===== src/rtl/silife_pkg.sv =====
// Shared types and constants for the silife matrix sequencer.
// Holds the sequencer state enum and the 8x8 set-mask packing helper.
package silife_pkg;

    typedef enum logic [1:0] {
        PAUSED  = 2'd0,
        RUNNING = 2'd1,
        DONE    = 2'd2
    } seq_state_t;

    localparam int ROWS = 8;
    localparam int COLS = 8;

    // Row-major placement: row r lands on bits [COLS*r +: COLS].
    function automatic logic [ROWS*COLS-1:0] pack_row(input logic [2:0]      row,
                                                      input logic [COLS-1:0] data);
        logic [ROWS*COLS-1:0] mask;
        mask = '0;
        mask[int'(row)*COLS +: COLS] = data;
        return mask;
    endfunction

endpackage


===== src/rtl/silife_gen_timer.sv =====
// Generation period counter: counts 0..period while enabled and flags a tick
// at the top; a held tick keeps the count parked until it can be issued.
module silife_gen_timer #(
    parameter int PERIOD_W = 16
) (
    input  logic                clk,
    input  logic                reset,
    input  logic                en,
    input  logic                hold,
    input  logic                clr,
    input  logic [PERIOD_W-1:0] period,
    output logic                tick
);

    logic [PERIOD_W-1:0] timer;

    // >= rather than == so a period shrunk below the count ticks right away.
    assign tick = en && (timer >= period);

    always_ff @(posedge clk) begin
        if (!reset || clr) begin
            timer <= '0;
        end else if (en) begin
            if (!tick)
                timer <= timer + 1'b1;
            else if (!hold)
                timer <= '0;
        end
    end

endmodule


===== src/rtl/silife_sequencer.sv =====
// Sequencer for a silife_matrix: generation pacing, run/pause/step control,
// host row-write arbitration, generation counting and limit halt.
module silife_sequencer
    import silife_pkg::*;
#(
    parameter int PERIOD_W = 16,
    parameter int GEN_W    = 16
) (
    input  logic                 clk,
    input  logic                 reset,
    input  logic                 run,
    input  logic                 step,
    input  logic                 clear,
    input  logic [PERIOD_W-1:0]  period,
    input  logic [GEN_W-1:0]     gen_limit,
    input  logic                 wr_valid,
    output logic                 wr_ready,
    input  logic [2:0]           wr_row,
    input  logic [COLS-1:0]      wr_data,
    output logic                 matrix_enable,
    output logic                 matrix_clear,
    output logic [ROWS*COLS-1:0] set_cells,
    output logic [GEN_W-1:0]     gen_count,
    output logic                 running,
    output logic                 done
);

    seq_state_t       state, state_nxt;
    logic             step_pend, pend_nxt;
    logic             accept, tmr_en, tmr_tick, tick_req, fire, limit_hit;
    logic [GEN_W-1:0] gen_inc;

    assign tmr_en  = (state == RUNNING) && run;
    assign gen_inc = gen_count + 1'b1;

    silife_gen_timer #(.PERIOD_W(PERIOD_W)) u_timer (
        .clk    (clk),
        .reset  (reset),
        .en     (tmr_en),
        .hold   (accept),
        .clr    (clear),
        .period (period),
        .tick   (tmr_tick)
    );

    always_comb begin
        accept    = wr_valid && wr_ready && !clear;
        tick_req  = tmr_tick || ((state == PAUSED) && (step || step_pend));
        // A same-cycle write wins; the tick retries next cycle.
        fire      = tick_req && !accept && !clear;
        limit_hit = (gen_limit != '0) && (gen_inc == gen_limit);
        pend_nxt  = !clear && (state == PAUSED) && (step || step_pend) && accept;

        state_nxt = state;
        case (state)
            PAUSED:  if (run) state_nxt = RUNNING;
            RUNNING: if (!run) state_nxt = PAUSED;
                     else if (fire && limit_hit) state_nxt = DONE;
            DONE:    if (!run) state_nxt = PAUSED;
            default: state_nxt = PAUSED;
        endcase
        if (clear)
            state_nxt = PAUSED;
    end

    always_ff @(posedge clk) begin
        if (!reset) begin
            state         <= PAUSED;
            step_pend     <= 1'b0;
            matrix_clear  <= 1'b1;
            wr_ready      <= 1'b0;
            matrix_enable <= 1'b0;
            set_cells     <= '0;
            gen_count     <= '0;
            running       <= 1'b0;
            done          <= 1'b0;
        end else begin
            state         <= state_nxt;
            step_pend     <= pend_nxt;
            matrix_clear  <= clear;
            wr_ready      <= !clear;
            matrix_enable <= fire;
            set_cells     <= accept ? pack_row(wr_row, wr_data) : '0;
            gen_count     <= clear ? '0 : (fire ? gen_inc : gen_count);
            running       <= (state_nxt == RUNNING);
            done          <= (state_nxt == DONE);
        end
    end

endmodule


===== config.mk =====
export PLATFORM = sky130hd
export DESIGN_NAME = silife_sequencer
export DESIGN_NICKNAME = d
export VERILOG_FILES = /design/src/rtl/silife_pkg.sv /design/src/rtl/silife_gen_timer.sv /design/src/rtl/silife_sequencer.sv
export SDC_FILE = /design/constraint.sdc
export NUM_CORES = 1
export LEC_CHECK = 0
export CELL_PAD_IN_SITES_DETAIL_PLACEMENT = 1
export CELL_PAD_IN_SITES_GLOBAL_PLACEMENT = 1
export CORE_UTILIZATION = 36
export CTS_BUF_LIST = sky130_fd_sc_hd__clkbuf_8
export DETAILED_ROUTE_END_ITERATION = 10
export PLACE_DENSITY = 0.82
export SKIP_LAST_GASP = 1
export SLEW_MARGIN = 10
export SYNTH_ARGS = -nofsm -noshare
export SYNTH_HDL_FRONTEND = slang
export SYNTH_HIERARCHICAL = 1
export SYNTH_SLANG_ARGS = --single-unit
export TNS_END_PERCENT = 50

===== constraint.sdc =====
create_clock -name clk -period 3.6 [get_ports clk]
set_input_delay 0.36 -clock clk [delete_from_list [all_inputs] [get_ports clk]]
set_output_delay 0.36 -clock clk [all_outputs]
set_load 0.05 [all_outputs]

**Yosys cells after proc, flatten, opt, wreduce, memory -nomap -nowiden**

Index checks and enable logic that the tools add are counted.

- Latch bits: 0
- Logic and storage cells: 55
- Output and inout bits: 85
- Bits in read-only memories: 0
- Memories: 0
- Flip-flop bits (word level): 104
- Memory bits (writable): 0

- Divide/modulo/power cells: 0
- Mux-type cells: 8
- $mul: 0
- Add/subtract/negate cells: 3
- Shift operators: 2
- Eq/ne operators: 6
- Bitwise gates (word level): 2
- Reduce and logical (&&, ||, !) cells: 23
- Magnitude comparators: 1

Operator list:

| cell | number |
|---|---|
| 64-bit AND | 1 |
| 8-bit by 33-bit variable shift with 64-bit output, first input constant | 1 |
| 8-bit by 33-bit variable part select with 64-bit output | 1 |
| 6-bit negator with 33-bit output | 1 |
| 16-bit by 1-bit adder with 16-bit output, second input constant | 2 |
| 16-bit 2-to-1 mux | 2 |
| 16-bit equality test | 1 |
| 16-bit >= comparator | 1 |
| 16-bit nonzero test | 1 |
| 1-bit logical AND | 12 |
| 2-bit 2-to-1 mux | 5 |
| 2-bit case mux with 3 select lines | 1 |
| 2-bit by 1-bit equality test with 1-bit output, second input constant | 2 |
| 2-bit equality test, second input constant | 2 |
| 2-bit AND reduction | 2 |
| 1-bit zero test | 3 |
| 1-bit logical OR | 3 |
| 2-bit zero test | 1 |
| 2-bit != test, second input constant | 1 |
| 2-bit OR reduction | 1 |
| 1-bit NOT | 1 |

**Logic depth before layout (Yosys ltp)**

Gate-level depths: netlist of the first run.

- Depth after elaboration: 12
- Mapped depth: 12

**Hierarchy**

Netlist of the first run, hierarchy kept.

By module, submodules not included:

| module | instances | cells each | area an instance (µm²) | seq. area each (µm²) |
|---|---|---|---|---|
| silife_sequencer | 1 | 341 | 3349.5 | 1761.7 |
| silife_gen_timer | 1 | 162 | 1282.5 | 320.3 |

**Worst setup path before layout of the first run**

Ideal clock, no wire load.

- Path kind: reg-to-reg
- From: register u_timer.timer[0]
- To: register gen_count[13]
- Path buffers: 1
- Stages on the path, launching flop included: 13
- Setup time: 0.127 ns
- Arrival time: 2.455 ns
- Setup slack: 1.017 ns
- Cells stage by stage: dfxtp_1 > inv_1 > ha_1 > nand2b_4 > a2111oi_2 > o21a_2 > o21ai_2 > and2_1 > o21ai_0 > clkbuf_1 > nor4_1 > xnor2_1 > nor2_1

- Word-level cells in the longest chain between the ends: 5

RTL lines:

| what | line | RTL |
|---|---|---|
| start: declaration | silife_gen_timer.sv:15 | `logic [PERIOD_W-1:0] timer;` |
| start signal: assignment | silife_gen_timer.sv:25 | `timer <= timer + 1'b1;` |
| 16-bit >= comparator | silife_gen_timer.sv:18 | `assign tick = en && (timer >= period);` |
| 1-bit logical AND | silife_gen_timer.sv:18 |  |
| via tmr_tick | silife_sequencer.sv:30 | `logic accept, tmr_en, tmr_tick, tick_req, fire, limit_hit;` |
| 1-bit logical OR | silife_sequencer.sv:48 | `tick_req = tmr_tick \|\| ((state == PAUSED) && (step \|\| step_pend));` |
| 1-bit logical AND (2 in series) | silife_sequencer.sv:50 | `fire = tick_req && !accept && !clear;` |
| end signal: assignment | silife_sequencer.sv:84 | `gen_count <= clear ? '0 : (fire ? gen_inc : gen_count);` |
| end: declaration | silife_sequencer.sv:23 | `output logic [GEN_W-1:0] gen_count,` |

The timed path passes the listed nets, and every way through them passes these cells.
A chain may end at the register's enable or synchronous reset.

**Worst setup path after layout of the first run**

- From: input port period[13]
- To: register running

- Word-level cells in the longest chain between the ends: 11

RTL lines:

| what | line | RTL |
|---|---|---|
| start: declaration | silife_sequencer.sv:14 | `input logic [PERIOD_W-1:0] period,` |
| 16-bit >= comparator | silife_gen_timer.sv:18 |  |
| 1-bit logical AND | silife_gen_timer.sv:18 |  |
| via tmr_tick | silife_sequencer.sv:30 |  |
| 1-bit logical OR | silife_sequencer.sv:48 |  |
| 1-bit logical AND (2 in series) | silife_sequencer.sv:50 |  |
| 1-bit logical AND | silife_sequencer.sv:58 | `else if (fire && limit_hit) state_nxt = DONE;` |
| 2-bit 2-to-1 mux | silife_sequencer.sv:58 |  |
| 2-bit 2-to-1 mux | silife_sequencer.sv:57 | `RUNNING: if (!run) state_nxt = PAUSED;` |
| 2-bit case mux with 3 select lines | silife_sequencer.sv:55 | `case (state)` |
| 2-bit 2-to-1 mux | silife_sequencer.sv:62 | `if (clear)` |
| 2-bit by 1-bit equality test with 1-bit output | silife_sequencer.sv:85 | `running <= (state_nxt == RUNNING);` |
| end signal: assignment | silife_sequencer.sv:85 |  |
| end: declaration | silife_sequencer.sv:24 | `output logic running,` |

The timed path passes the listed nets, and every way through them passes these cells.

==> Flow_metrics.wiki, run 1 <==
{| class="wikitable"
! Metric !! Value
|-
| Delay of the slowest cell on the worst path || between 0.4 and 0.5 ns
|-
| Crit path capture type || flop
|-
| Post-route clock skew || 0.009282 ns
|-
| Fmax || roughly 0.36 GHz
|-
| Unrepaired setup endpoints after global routing || false
|-
| Maximum VDD drop || about 230 uV
|-
| Area enclosed by the die boundary || roughly 13000 um^2
|-
| Number of I/O pins || between 100 and 150
|-
| Wirelength, routed || 13530 um
|-
| CTS tree || built
|-
| Share of power burned in combinational logic || 8.4%
|-
| Yosys synthesis warning count || 6
|-
| Final-stage net count || 709
|-
| Met3 layer usage reported by global route || 2.824%
|-
| Critical path launch point || period[13]
|-
| GRT busiest layer || met2
|-
| Setup-failing EPs final || 0
|-
| Area of the placeable core || 12570 um^2
|-
| Slowest library cell on the worst path || clkdlybuf4s50_1
|-
| Vias in the first global route || 4363
|-
| Horizontal extent of the die || approximately 120 um
|-
| Chain of cells forming the critical path || clkdlybuf4s50_1, inv_1, ha_1, nand4_1, nor3_1, nor4_4, o21ai_2, and2_1, o2111ai_1, a2111oi_0, nand4_1, nor2b_1
|-
| CP Data Arrival Time || 3.07 ns
|-
| Last weighted congestion value of the routability-driven placer || 0.7902
|-
| Cell area after synthesis || 4632 um^2
|-
| Global routing usage on met2 || around 38%
|-
| TritonCTS Buffers || 9
|-
| Internal power consumption || 1.524 mW
|-
| Status || complete, no violations
|-
| First drt pass iteration count || 4
|-
| Routed via count divided by cell count || about 5.1
|-
| Number of buffer and inverter stages on the critical path || 2
|-
| Min cycle time layout || 2.808 ns
|-
| Initial DRC count || 160
|-
| Pwr dens || 321.1 nW/um^2
|-
| RR Startpoint || u_timer/timer[13]
|-
| Top post-synthesis cells by count || 104 x dfxtp_1, 65 x and2_1, 46 x nor2_1
|-
| Critical Path Source Type || primary input
|-
| Instance count of the mapped netlist || roughly 500
|-
| Antenna violations before repair || 0
|-
| Maximum capacitance violations || 0
|-
| Fraction of final layout cells with drive strength greater than 1 || 5.891%
|-
| Most prevalent standard cell on the critical path || nand4_1
|-
| Post-detailed-route wirelength per cell || roughly 17 um
|-
| Fill cell count || 1492
|-
| Global-route usage over all layers || 21.08%
|-
| Path category of the worst min-delay check || reg2reg
|-
| First-pass GRT wire length || about 22000 um
|-
| Clock transition time at the flip-flop clock pins of the worst setup and hold paths || 0.10 ns
|-
| Global route total overflow || 0
|-
| Area contributors post-synth || dfxtp_1 45%, and2_1 8.8%, ha_1 5.4%
|-
| Post-synth EDFFs || 0
|-
| Clk sink count || 104
|-
| Type of the setup path with the least slack || in2reg
|-
| Layout Area Growth over Synthesis || 37.49%
|-
| Transition time at the pin with the least slew margin || 0.5988 ns
|-
| Count of input and output buffers || 133
|-
| Fraction of registers with async set or reset after synthesis || 0%
|-
| Total of hold buffers inserted after clock tree synthesis || 0
|-
| Height of the die || 115.4 um
|-
| Kind of cell adding the most delay to the critical path || simple AND/OR/NAND/NOR gates
|-
| Cell with the most instances after synthesis || dfxtp_1
|-
| Net switching component of the power || about 0.52 mW
|-
| H-tree levels || 3
|-
| Leak pwr || 2.377 nW
|-
| Via total after detailed routing || 4136
|-
| Mean area per synthesized cell || 9.209 um^2
|-
| Largest fanout on the critical path || 4
|-
| Final antenna-violating net count || 0
|-
| Buffers inserted by post-CTS timing repair || 0
|-
| Endpoint required time on the critical path || a little under 4 ns
|-
| Final period utilization || 78.00%
|-
| Starting density of the core || 36.85%
|-
| Worst slew margin relative to its limit || approximately 60%
|-
| Longest Clk Path Bufs || 2
|-
| Site Rows || around 40
|-
| Share of the synthesized area in the top cell type || 44.95%
|-
| Sequential cell area fraction in the yosys report || roughly 45%
|-
| Placed wire-length estimate || around 11000 um
|-
| Predominant post-synthesis flop cell || dfxtp_1
|-
| Antenna diodes || 0
|-
| Post-CTS sizing || 0
|-
| Fin Setup TNS || 0 ns
|-
| Part of the total power dissipated in sequential elements || between 50% and 60%
|-
| Number of endpoints with negative hold slack in the final report || 0
|-
| Cell chosen for the clock root || clkbuf_8
|-
| Launch point of the worst hold path || u_timer/timer[12]
|-
| Flops & latches, synth || between 100 and 150
|-
| Remaining DRCs || 0
|-
| Distinct cell type count of the synthesized netlist || 60
|-
| Insertion delay of the later-clocked pin in the worst-skew pair || between 0.3 and 0.4 ns
|-
| Post-route core utilization || a little over 50%
|-
| Proportion of total power due to net switching || 25.49%
|-
| Yosys top cell by area || dfxtp_1
|-
| Count of final max-slew check failures || 0
|-
| Clock network fraction of total power || 35.0%
|-
| Post-Synthesis Net Count || ~570
|-
| GR Layer Usage met1 || 24.58%
|-
| Maximum number of pins on one net before global-route repair || 21
|}
==> power by group through the flow <==
stage	combinational [mW]	sequential [mW]	clock (mW)
after floorplan	0.0620	1.20	0
after global placement	0.166	1.18	0
after detailed placement	0.172	1.18	0
after CTS	0.173	1.16	0.747
after global routing	0.187	1.16	0.788
final	0.171	1.16	0.716
==> sequential cells by signal, indices dropped and copies added, names as in the netlist <==
name and flops:
running 1, u_timer/timer 16, step_pend 1, wr_ready 1, set_cells 64, done 1
gen_count 16, state 2, matrix_enable 1, matrix_clear 1
==> cell usage in the layout, fill, tap and decap left out, types with 3 or more instances in the layout <==
| cell | instances |
|---|---|
| clkdlybuf4s50_1 | 133 |
| dfxtp_1 | 104 |
| and2_1 | 65 |
| nor2_1 | 46 |
| nand2_1 | 30 |
| inv_1 | 25 |
| xnor2_1 | 24 |
| ha_1 | 20 |
| nor3_1 | 19 |
| nand3_1 | 17 |
| xor2_1 | 15 |
| nand4_1 | 14 |
| nor4_1 | 11 |
| a21oi_1 | 11 |
| clkbuf_8 | 10 |
| o21ai_0 | 9 |
| buf_4 | 8 |
| and3_1 | 7 |
| nor2b_1 | 5 |
| a22oi_1 | 5 |
| nand2b_1 | 4 |
| and4_1 | 4 |
| o21a_1 | 3 |
| or4_1 | 3 |
| o32ai_1 | 3 |
| inv_6 | 3 |
==> final cells by class <==
class	count	area (um^2)	share of cell area (%)
clock buffer	10	137.6	2.161
sequential	104	2082	32.69
clock inverter	6	60.06	0.9430
inverter	25	93.84	1.473
timing repair buffer	141	1391	21.85
tap	172	215.2	3.379
multi-input combinational	359	2389	37.50
==> routing by layer <==
layer / share of wire (%) / up-vias
met4: 2.9 / 0
met1: 43 / 2005
met2: 52 / 86
li1: - / 2017
met3: 2.4 / 28
met5: 0 / -
==> cells by family after synthesis <==
logic type               count (synthesis)  synth area share (%)
multiplexers                             2                0.4322
adder cells (fa/ha/maj)                 20                 5.402
AO/OA/AOI/OAI                           61                 9.779
AND/OR/NAND/NOR                        237                 28.58
buffers and inverters                   40                 3.485
flip-flops                             104                 44.95
XOR/XNOR                                39                 7.374
==> tightest hold or removal path, delay by kind of cell, from the launching register on <==
family / cells / cell delay [ns]
flops: 1 / 0.35
simple gates: 1 / 0.07
compound gates: 1 / 0.07
==> final timing paths <==
kind | endpoint | slack, ns | cells after the start
max | running | 0.79 | 12
min | u_timer/timer[12] | 0.52 | 2
max reg2reg | running | 0.85 | 10
min reg2reg | u_timer/timer[12] | 0.52 | 2
==> through the flow <==
stage | cell area [um^2] | hold slack (ns) | instances | power, mW | setup WS (ns)
global route | 6369 | 0.5649 | 817 | 2.134 | 0.5134
floorplan | 4632 | 0.4620 | 503 | 1.258 | 1.017
CTS | 6369 | 0.5294 | 817 | 2.077 | 0.8319
finish | 6369 | 0.5222 | 817 | 2.045 | 0.7920
global placement | 6171 | 0.4939 | 801 | 1.350 | 0.6360
detailed placement | 6171 | 0.5144 | 801 | 1.356 | 0.4251
(Power assumes the default switching activity.)
==> inputs of run 2 (changes only) <==
- CORE_UTILIZATION: 36 -> 33
- PLACE_DENSITY: 0.82 -> 0.79
- clock period: 3.6 -> 2.41 ns (I/O delays scaled with it)
==> run 2 against run 1 <==
The run now ends with setup timing left. Largest power group unchanged. Critical path depth stayed put. Final cell count is 5.9% higher. Count of clock-buffer cells in the layout is 1 lower. Die area is 8.9% higher. Clock power is 49% higher. Sequential share of layout area is 2.1 points lower.
==> Flow_metrics.wiki, run 2 (synthesized netlist as in run 1, its figures left out) <==
{| class="wikitable"
! Metric !! Value
|-
| Max reg flops || 64 (unchanged)
|-
| Count of final max-slew check failures || 0 (unchanged)
|-
| Final-stage net count || 753 (+6.2%)
|-
| Type of the setup path with the least slack || in2reg
|-
| Share of power burned in combinational logic || 9.4% (+1.0 points)
|-
| Highest-count cells in the layout ignoring fill and taps || 133 x clkdlybuf4s50_1, 98 x dfxtp_1, 64 x and2_1, 50 x buf_4, 45 x nor2_1
|-
| Post-route clock skew || 0.01451 ns (+0.005229 ns)
|-
| Area enclosed by the die boundary || 14510 um^2 (+8.9%)
|-
| Last weighted congestion value of the routability-driven placer || 0.8344 (+5.6%)
|-
| Maximum capacitance violations || 0 (unchanged)
|-
| CP Data Arrival Time || 2.72 ns (-0.35 ns)
|-
| Status || complete, but fails checks
|-
| Clock network fraction of total power || 34.6% (-0.4 points)
|-
| Transition time at the pin with the least slew margin || 0.5725 ns (-0.02633 ns)
|-
| Initial DRC count || 139 (-13%)
|-
| Layout Area Growth over Synthesis || 47.51%
|-
| Longest Clk Path Bufs || 2 (unchanged)
|-
| Antenna diodes || 0 (unchanged)
|-
| Largest fanout on the critical path || 6 (+2)
|-
| Height of the die || 120.5 um (+4.4%)
|-
| Fill cell count || 1587 (+6.4%)
|-
| Leak pwr || 2.601 nW (+9.4%)
|-
| Maximum VDD drop || 394.4 uV (+68%)
|-
| Number of I/O pins || 134 (unchanged)
|-
| Via total after detailed routing || 4297 (+3.9%)
|-
| Number of endpoints with negative hold slack in the final report || 0 (unchanged)
|-
| Clk sink count || 104 (unchanged)
|-
| Register name with the most flops || set_cells
|-
| Non-filler instance count after layout || 865 (+5.9%)
|-
| Clock transition time at the flip-flop clock pins of the worst setup and hold paths || 0.10 ns (about the same)
|-
| Global-route usage over all layers || 20.72% (-0.36 points)
|-
| Site Rows || 42 (+2.4%)
|-
| First drt pass iteration count || 4 (unchanged)
|-
| CTS tree || built
|-
| Placed wire-length estimate || 11250 um (+5.0%)
|-
| Critical Path Source Type || primary input
|-
| Pwr dens || 451.0 nW/um^2 (+40%)
|-
| Net switching component of the power || 0.8186 mW (+57%)
|-
| Unrepaired setup endpoints after global routing || true
|-
| Post-placement worst setup slack || -0.6347 ns (-1.060 ns)
|-
| Part of the total power dissipated in sequential elements || 56.0% (-0.6 points)
|-
| Global route total overflow || 0 (unchanged)
|-
| Setup-failing EPs final || 1 (+1)
|-
| Area of the placeable core || 13450 um^2 (+7.0%)
|-
| Routed via count divided by cell count || 4.968 (-1.9%)
|-
| Cells after DPL || 844 (+5.4%)
|-
| Internal power consumption || 2.263 mW (+49%)
|-
| Total of hold buffers inserted after clock tree synthesis || 0 (unchanged)
|-
| Fmax || 0.4099 GHz
|-
| Wirelength, routed || 14690 um (+8.5%)
|-
| Reg area || 2092 um^2 (+0.48%)
|-
| Insertion delay of the later-clocked pin in the worst-skew pair || 0.39 ns (+0.02 ns)
|-
| Worst slew margin relative to its limit || 61.58% (+1.8 points)
|-
| Path category of the worst min-delay check || in2reg
|-
| Maximum number of pins on one net before global-route repair || 21 (unchanged)
|-
| Endpoint required time on the critical path || 2.69 ns (-1.18 ns)
|-
| Commonest non-fill, non-tap cell in the layout || clkdlybuf4s50_1
|-
| Area used by multi-input combinational logic || 2512 um^2 (+5.2%)
|-
| Largest registers ranked by flip-flop count || set_cells (64), gen_count (16), u_timer/timer (16)
|-
| First-pass GRT wire length || 23350 um (+8.0%)
|-
| H-tree levels || 3 (unchanged)
|-
| Antenna violations before repair || 0 (unchanged)
|-
| Final antenna-violating net count || 0 (unchanged)
|-
| Cell chosen for the clock root || clkbuf_8
|-
| Violations in the final reports || setup timing
|-
| Worst slack on hold paths || 0.5191 ns (-0.003188 ns)
|-
| Horizontal extent of the die || 120.5 um (+4.4%)
|-
| Remaining DRCs || 0 (unchanged)
|-
| Fraction of final layout cells with drive strength greater than 1 || 14.80% (+8.9 points)
|-
| Count of input and output buffers || 133 (unchanged)
|-
| TritonCTS Buffers || 9 (unchanged)
|-
| Min cycle time layout || 2.440 ns
|-
| Final period utilization || 101.2%
|-
| Vias in the first global route || 4578 (+4.9%)
|-
| Crit path capture type || flop
|-
| Starting density of the core || 34.43% (-2.4 points)
|-
| PnR worst setup slack || -0.02976 ns (-0.8217 ns)
|-
| Proportion of total power due to net switching || 26.56% (+1.1 points)
|-
| Post-detailed-route wirelength per cell || 16.98 um (+2.5%)
|}
run 2: routing by layer:
layer	vias up	routed length [um]	GRT usage, %
li1	2097	-	-
met1	2089	6067	23.69
met2	84	7721	37.54
met3	27	497	3.255
met4	0	399	9.722
met5	-	0	0
run 2: through the flow:
step                      setup TNS (ns)  instance area [um^2]  utilization (%)  total power [mW]
after floorplan                 -0.02452                  4658                -             1.882
after global placement            -8.895                  6491            48.25             2.032
after detailed placement          -12.50                  6491            48.25             2.041
after CTS                      -0.007444                  6751            50.19             3.109
after global routing              -2.074                  6833            50.79             3.211
final                           -0.02976                  6833            50.79             3.082
run 2: path summary, 6_finish.rpt:
path / endpoint / cells past startpoint / startpoint / slack, ns
setup / recovery: u_timer/timer[15] / 12 / period[14] / -0.03
hold / removal: matrix_enable / 2 / reset / 0.52
setup reg to reg: u_timer/timer[15] / 10 / u_timer/timer[13] / -0.02
hold reg to reg: gen_count[1] / 2 / gen_count[1] / 0.53
run 2: cell type report:
type | count | share of cell area [%]
repair buffers | 185 | 25.31
inverters | 25 | 1.373
clock buffers | 9 | 1.813
multi-input cells | 359 | 36.77
flip-flops and latches | 104 | 30.62
clock inverters | 7 | 0.8973
well taps | 176 | 3.223
run 2: what timing repair did:
item / in CTS / in global routing
pin swaps: 9 / 2
endpoints found under the setup margin: 20 / 25
gates resized for setup: 15 / 11
buffers inserted: 1 / 3
endpoints found under the hold margin: 0 / 0
cloned: 1 / 0
run 2: power by group through the flow:
stage	sequential [mW]	clock (mW)	combinational, mW
6_report	1.73	1.07	0.289
4_1_cts	1.73	1.10	0.283
5_1_grt	1.73	1.17	0.312
2_1_floorplan	1.79	0	0.0944
3_5_place_dp	1.77	0	0.273
3_3_place_gp	1.77	0	0.265
run 2: critical path, stage by stage:
cell and delay [ns]:
clkdlybuf4s50_1 0.48, inv_2 0.05, ha_4 0.25, nand4_1 0.17, nor2_2 0.15, o2111ai_2 0.15
buf_4 0.17, buf_4 0.12, o21a_4 0.21, o21ai_1 0.48, buf_4 0.21, nor2_2 0.04
